--- src/rtl/iter_shifter_if.sv ---
// Request/result handshake bundle for iter_shifter.
// master = operand/consumer side, slave = the shifter.
interface iter_shifter_if #(
  parameter int WIDTH = 7,
  parameter int AW    = 3
);
  logic             in_valid;
  logic             in_ready;
  logic [WIDTH-1:0] in_data;
  logic [AW-1:0]    in_amt;
  logic [1:0]       in_op;
  logic             out_valid;
  logic             out_ready;
  logic [WIDTH-1:0] out_data;
  logic             out_carry;
  logic             out_zero;

  modport master (
    output in_valid, in_data, in_amt, in_op, out_ready,
    input  in_ready, out_valid, out_data, out_carry, out_zero
  );

  modport slave (
    input  in_valid, in_data, in_amt, in_op, out_ready,
    output in_ready, out_valid, out_data, out_carry, out_zero
  );
endinterface

--- src/rtl/iter_shifter.sv ---
// Iterative WIDTH-bit shifter (LSL/LSR/ASR/ROL), one bit per clock with carry/zero flags.
// Define SHIFT_STEP4_EN to take 4-bit steps while at least 4 shifts remain.
module iter_shifter #(
  parameter int WIDTH = 7,
  parameter int AW    = 3
) (
  input  logic          clk,
  input  logic          reset_n,
  iter_shifter_if.slave bus
);
  localparam int CW = AW + 1;
`ifdef SHIFT_STEP4_EN
  localparam int MAXSTEP = 4;
`else
  localparam int MAXSTEP = 1;
`endif

  generate
    if (WIDTH < 2) begin : g_w_chk
      $error("iter_shifter: WIDTH must be >= 2");
    end
    if ((2 ** AW) < WIDTH) begin : g_aw_chk
      $error("iter_shifter: 2**AW must be >= WIDTH");
    end
`ifdef SHIFT_STEP4_EN
    if (WIDTH < 4) begin : g_s4_chk
      $error("iter_shifter: SHIFT_STEP4_EN needs WIDTH >= 4");
    end
`endif
  endgenerate

  typedef enum logic [1:0] {IDLE, SHIFT, DONE} state_t;

  state_t           state, state_nx;
  logic [WIDTH-1:0] data, data_nx;
  logic             carry, carry_nx;
  logic [CW-1:0]    cnt, cnt_nx;
  logic [1:0]       op, op_nx;
  logic [CW-1:0]    amt_ext, n, step;
  logic [WIDTH:0]   sh;

  // Single-bit step; result is {carry_out, data_out}.
  function automatic logic [WIDTH:0] step1(input logic [1:0] o, input logic [WIDTH-1:0] d);
    logic [WIDTH:0] r;
    case (o)
      2'd0:    r = {d[WIDTH-1], d[WIDTH-2:0], 1'b0};
      2'd1:    r = {d[0], 1'b0, d[WIDTH-1:1]};
      2'd2:    r = {d[0], d[WIDTH-1], d[WIDTH-1:1]};
      default: r = {d[WIDTH-1], d[WIDTH-2:0], d[WIDTH-1]};
    endcase
    return r;
  endfunction

  always_comb begin
    amt_ext = {1'b0, bus.in_amt};
    if (bus.in_op == 2'd3) n = amt_ext % CW'(WIDTH);
    else                   n = (amt_ext > CW'(WIDTH)) ? CW'(WIDTH) : amt_ext;
`ifdef SHIFT_STEP4_EN
    step = (cnt >= CW'(4)) ? CW'(4) : CW'(1);
`else
    step = CW'(1);
`endif
    // Chain up to MAXSTEP single-bit steps; carry ends up as the last bit out.
    sh = {carry, data};
    for (int i = 0; i < MAXSTEP; i++)
      if (CW'(i) < step) sh = step1(op, sh[WIDTH-1:0]);
  end

  always_comb begin
    state_nx = state;
    data_nx  = data;
    carry_nx = carry;
    cnt_nx   = cnt;
    op_nx    = op;
    case (state)
      IDLE: if (bus.in_valid) begin
        data_nx  = bus.in_data;
        op_nx    = bus.in_op;
        carry_nx = 1'b0;
        cnt_nx   = n;
        state_nx = (n != '0) ? SHIFT : DONE;
      end
      SHIFT: begin
        data_nx  = sh[WIDTH-1:0];
        carry_nx = sh[WIDTH];
        cnt_nx   = cnt - step;
        if (cnt == step) state_nx = DONE;
      end
      DONE:    if (bus.out_ready) state_nx = IDLE;
      default: state_nx = IDLE;
    endcase
  end

  always_ff @(posedge clk) begin
    if (!reset_n) begin
      state <= IDLE;
      data  <= '0;
      carry <= 1'b0;
      cnt   <= '0;
      op    <= 2'd0;
    end else begin
      state <= state_nx;
      data  <= data_nx;
      carry <= carry_nx;
      cnt   <= cnt_nx;
      op    <= op_nx;
    end
  end

  assign bus.in_ready  = (state == IDLE);
  assign bus.out_valid = (state == DONE);
  assign bus.out_data  = data;
  assign bus.out_carry = carry;
  assign bus.out_zero  = (data == '0);
endmodule
--- src/flat_wrapper.sv ---
// flat-port wrapper written by rule: the top's interface ports become plain ports
module iter_shifter_flat 
#(
  parameter int WIDTH = 7,
  parameter int AW    = 3
)
  (clk, reset_n, bus_in_valid, bus_in_data, bus_in_amt, bus_in_op, bus_out_ready, bus_in_ready, bus_out_valid, bus_out_data, bus_out_carry, bus_out_zero);
  iter_shifter_if #(.WIDTH(WIDTH), .AW(AW)) bus_i ();
  input  logic clk;
  input  logic reset_n;
  input wire logic [$bits(bus_i.in_valid)-1:0] bus_in_valid;
  input wire logic [$bits(bus_i.in_data)-1:0] bus_in_data;
  input wire logic [$bits(bus_i.in_amt)-1:0] bus_in_amt;
  input wire logic [$bits(bus_i.in_op)-1:0] bus_in_op;
  input wire logic [$bits(bus_i.out_ready)-1:0] bus_out_ready;
  output wire logic [$bits(bus_i.in_ready)-1:0] bus_in_ready;
  output wire logic [$bits(bus_i.out_valid)-1:0] bus_out_valid;
  output wire logic [$bits(bus_i.out_data)-1:0] bus_out_data;
  output wire logic [$bits(bus_i.out_carry)-1:0] bus_out_carry;
  output wire logic [$bits(bus_i.out_zero)-1:0] bus_out_zero;
  assign bus_i.in_valid = bus_in_valid;
  assign bus_i.in_data = bus_in_data;
  assign bus_i.in_amt = bus_in_amt;
  assign bus_i.in_op = bus_in_op;
  assign bus_i.out_ready = bus_out_ready;
  assign bus_in_ready = bus_i.in_ready;
  assign bus_out_valid = bus_i.out_valid;
  assign bus_out_data = bus_i.out_data;
  assign bus_out_carry = bus_i.out_carry;
  assign bus_out_zero = bus_i.out_zero;
  iter_shifter #(.WIDTH(WIDTH), .AW(AW)) u_core (.clk(clk), .reset_n(reset_n), .bus(bus_i));
endmodule
--- config.mk ---
export PLATFORM = sky130hd
export DESIGN_NAME = iter_shifter_flat
export DESIGN_NICKNAME = d
export VERILOG_FILES = /design/src/rtl/iter_shifter_if.sv /design/src/rtl/iter_shifter.sv /design/src/flat_wrapper.sv
export SDC_FILE = /design/constraint.sdc
export NUM_CORES = 1
export LEC_CHECK = 0
export ABC_AREA = 1
export CAP_MARGIN = 5
export CORE_ASPECT_RATIO = 1.4
export CORE_MARGIN = 2
export CORE_UTILIZATION = 49
export CTS_BUF_LIST = sky130_fd_sc_hd__clkbuf_2 sky130_fd_sc_hd__clkbuf_4 sky130_fd_sc_hd__clkbuf_8
export DETAILED_ROUTE_END_ITERATION = 7
export PLACE_DENSITY = 0.81
export SLEW_MARGIN = 20
export SYNTH_ARGS = -nofsm -noshare
export SYNTH_HDL_FRONTEND = slang
export SYNTH_SLANG_ARGS = --single-unit
export TNS_END_PERCENT = 30
--- constraint.sdc ---
create_clock -name clk -period 1.4 [get_ports clk]
set_input_delay 0.14 -clock clk [delete_from_list [all_inputs] [get_ports clk]]
set_output_delay 0.14 -clock clk [all_outputs]
set_load 0.02 [all_outputs]
==> flow_summary.toml <==
[route]
drtIter0Drc = 36
num_vias = 1143
routed_via_density = 5.316
wl_um = 2657
drc = 0
dr.pass1.iters = 4
ant_nets = 0
wire_per_inst_um = 12.36

[floorplan]
io_pins = 27
rows = 19
start_util_pct = 51.28
die_area_um2 = 2423
fp.coreArea_um2 = 1949
die_x_um = 42.18
die_h_um = 57.45

[yosys]
avgSynthCellArea_um2 = 6.755
synth_cell_types = 28
yosys_warnings = 0
synthArstFlopShare_pct = 0
synth_top_cells_by_count = "nand2_1 (32), inv_1 (23), a21oi_1 (17)"
netlist_area_um2 = 999.7
synth_edf_count = 0
yosys-top-cells-area = "dfxtp_1 (32%), nand2_1 (12%), inv_1 (8.6%)"
syn-num-nets = 167
synthFlopType = "dfxtp_1"
synth.top_cell.area_share_pct = 32.04
synth_most_common_cell = "nand2_1"
synth_top_area_cell = "dfxtp_1"
seq_area_frac_synth_pct = 32.04
netlist_instances = 148
synth_seq_cells = 16

[pwr]
seqPwrFrac_pct = 35.7
p_int_uw = 976.3
p_clk_share_pct = 19.7
p_per_area_nw_per_um2 = 1087
finalPower_mw = 1.571
p_switching_uw = 594.4
switching_share_pct = 37.84
p_leak_nw = 0.6980
combPwrFrac_pct = 44.7
ir_drop_mv = 0.7646

[place]
hpwlAfterDp_um = 2059
placed_area_um2 = 1409
port_buffers = 26
gp_congestion = 0.8513

[timing]
tns_ns = 0
whs_ns = 0.4200
clock.fmax_mhz = 756.2
setup_viol = 0
finalCriticalPeriod_ns = 1.322
clock_skew_ns = 0.003898
drv_slew = 0
finalHoldViolCount = 0
worstMarginPinSlew_ns = 0.2622
finalCritPeriodShare_pct = 94.46
slew_headroom_pct = 82.46
rsz0062_at_grt = "false"

[clock_network]
tritoncts = "done"
clk_pin_slew_worst_paths_ns = 0.09
insertion_delay_ns = 0.29
post_cts_buffers = 0
clock_path_buffers = 2
cts_root_buffer = "clkbuf_4"
numCtsBuffers = 3
h-tree-depth = 1
cts_sinks = 16

[setup_path]
cp.arrival_ns = 1.50
cp-end-kind = "register"
cp.required_ns = 1.58
path_max_fanout = 17
startpoint_type = "register"
path_class = "register to register"

[grt]
antenna_found_initial = 0
grt_pass1_wl_um = 4305
grt_max_degree = 18
grt_use_total_pct = 22.77
first_global_vias = 1031
grt-ovfl-total = 0

[final_layout]
final_nets = 214
area_growth_pct = 44.56
antenna_cells = 0
drive_gt1_share_pct = 20.10
postLayoutCellArea_um2 = 1445
utilization_pct = 74.13

[run_status]
status = "finished, final reports clean"

[hold_path]
hold_class = "primary input to register"

[flow_run]
maxCapViolCount = 0
-- sequential cells by signal, indices dropped and copies added, names as in the netlist --
name                  count
u_core.bus.out_carry      1
u_core.bus.out_data       7
u_core.cnt                4
u_core.op                 2
u_core.state              2
-- stage by stage --
step / setup slack [ns] / instances
final: 0.07755 / 215
after global routing: 0.001466 / 215
after CTS: 0.04208 / 215
after detailed placement: -0.2587 / 211
after global placement: -0.1227 / 211
after floorplan: 0.06179 / 148
-- critical path, stage by stage, from the launching register on --
cell,delay (ns)
dfxtp_1,0.43
inv_2,0.10
nor2_8,0.16
inv_4,0.12
a31oi_1,0.22
nor2_1,0.06
nand2_1,0.07
a21oi_1,0.05
-- placed cells by master, fill, tap and decap left out, types with 2 or more instances in the layout --
master           instances
inv_4                    2
o22ai_1                  2
nor2_1                   5
inv_1                   23
a21oi_2                  2
ha_1                     2
dlygate4sd2_1           10
a31oi_1                  2
clkbuf_4                 3
clkdlybuf4s50_1         14
nand3_1                  5
o21ai_0                 13
a21oi_1                 17
nand4_1                  2
buf_4                   20
nand2_2                  3
o21ai_1                  9
dfxtp_1                 16
nand2_1                 30
-- power by group through the flow --
stage	Sequential [mW]	Clock (mW)	Combinational, mW
floorplan	0.624	0	0.364
global placement	0.567	0	0.714
detailed placement	0.572	0	0.730
CTS	0.561	0.314	0.693
global route	0.568	0.336	0.764
finish	0.560	0.309	0.702
-- cell type report --
class / count / area (um^2)
Clock buffer: 4 / 36.28
Fill cell: 182 / 504.2
Inverter: 26 / 102.6
Multi-Input combinational cell: 102 / 564.3
Sequential cell: 16 / 320.3
Tap cell: 21 / 26.28
Timing Repair Buffer: 46 / 395.4
-- final timing paths --
kind | start | endpoint | slack (ns) | cells past startpoint
max reg2reg | u_core.state[0] | u_core.state[1] | 0.08 | 7
max | u_core.state[0] | u_core.state[1] | 0.08 | 7
min | bus_in_amt[0] | u_core.cnt[0] | 0.42 | 7
min reg2reg | u_core.cnt[3] | u_core.cnt[3] | 0.47 | 2
-- cell families (layout without fill, tap and decap cells) --
kind of cell | Yosys count | after routing | synth area share [%]
flip-flops | 16 | 16 | 32.04
buffers and inverters | 30 | 76 | 13.01
AND/OR/NAND/NOR | 51 | 51 | 25.03
AO/OA/AOI/OAI | 48 | 48 | 26.16
adder cells (fa/ha/maj) | 3 | 3 | 3.755
-- layer usage --
layer | track usage (%) | routed length [um] | vias to the layer above
li1 | - | - | 584
met1 | 25.88 | 1041 | 507
met2 | 42.20 | 1429 | 42
met3 | 1.899 | 108 | 10
met4 | 10.27 | 77 | 0
met5 | 0 | 0 | -
-- timing repair --
item	in CTS	in global routing
setup endpoints to repair	11	4
hold endpoints to repair	0	0
pin swaps	0	2
hold buffers	0	0
gates resized for setup	15	6
Power figures use the tool's default switching activity.
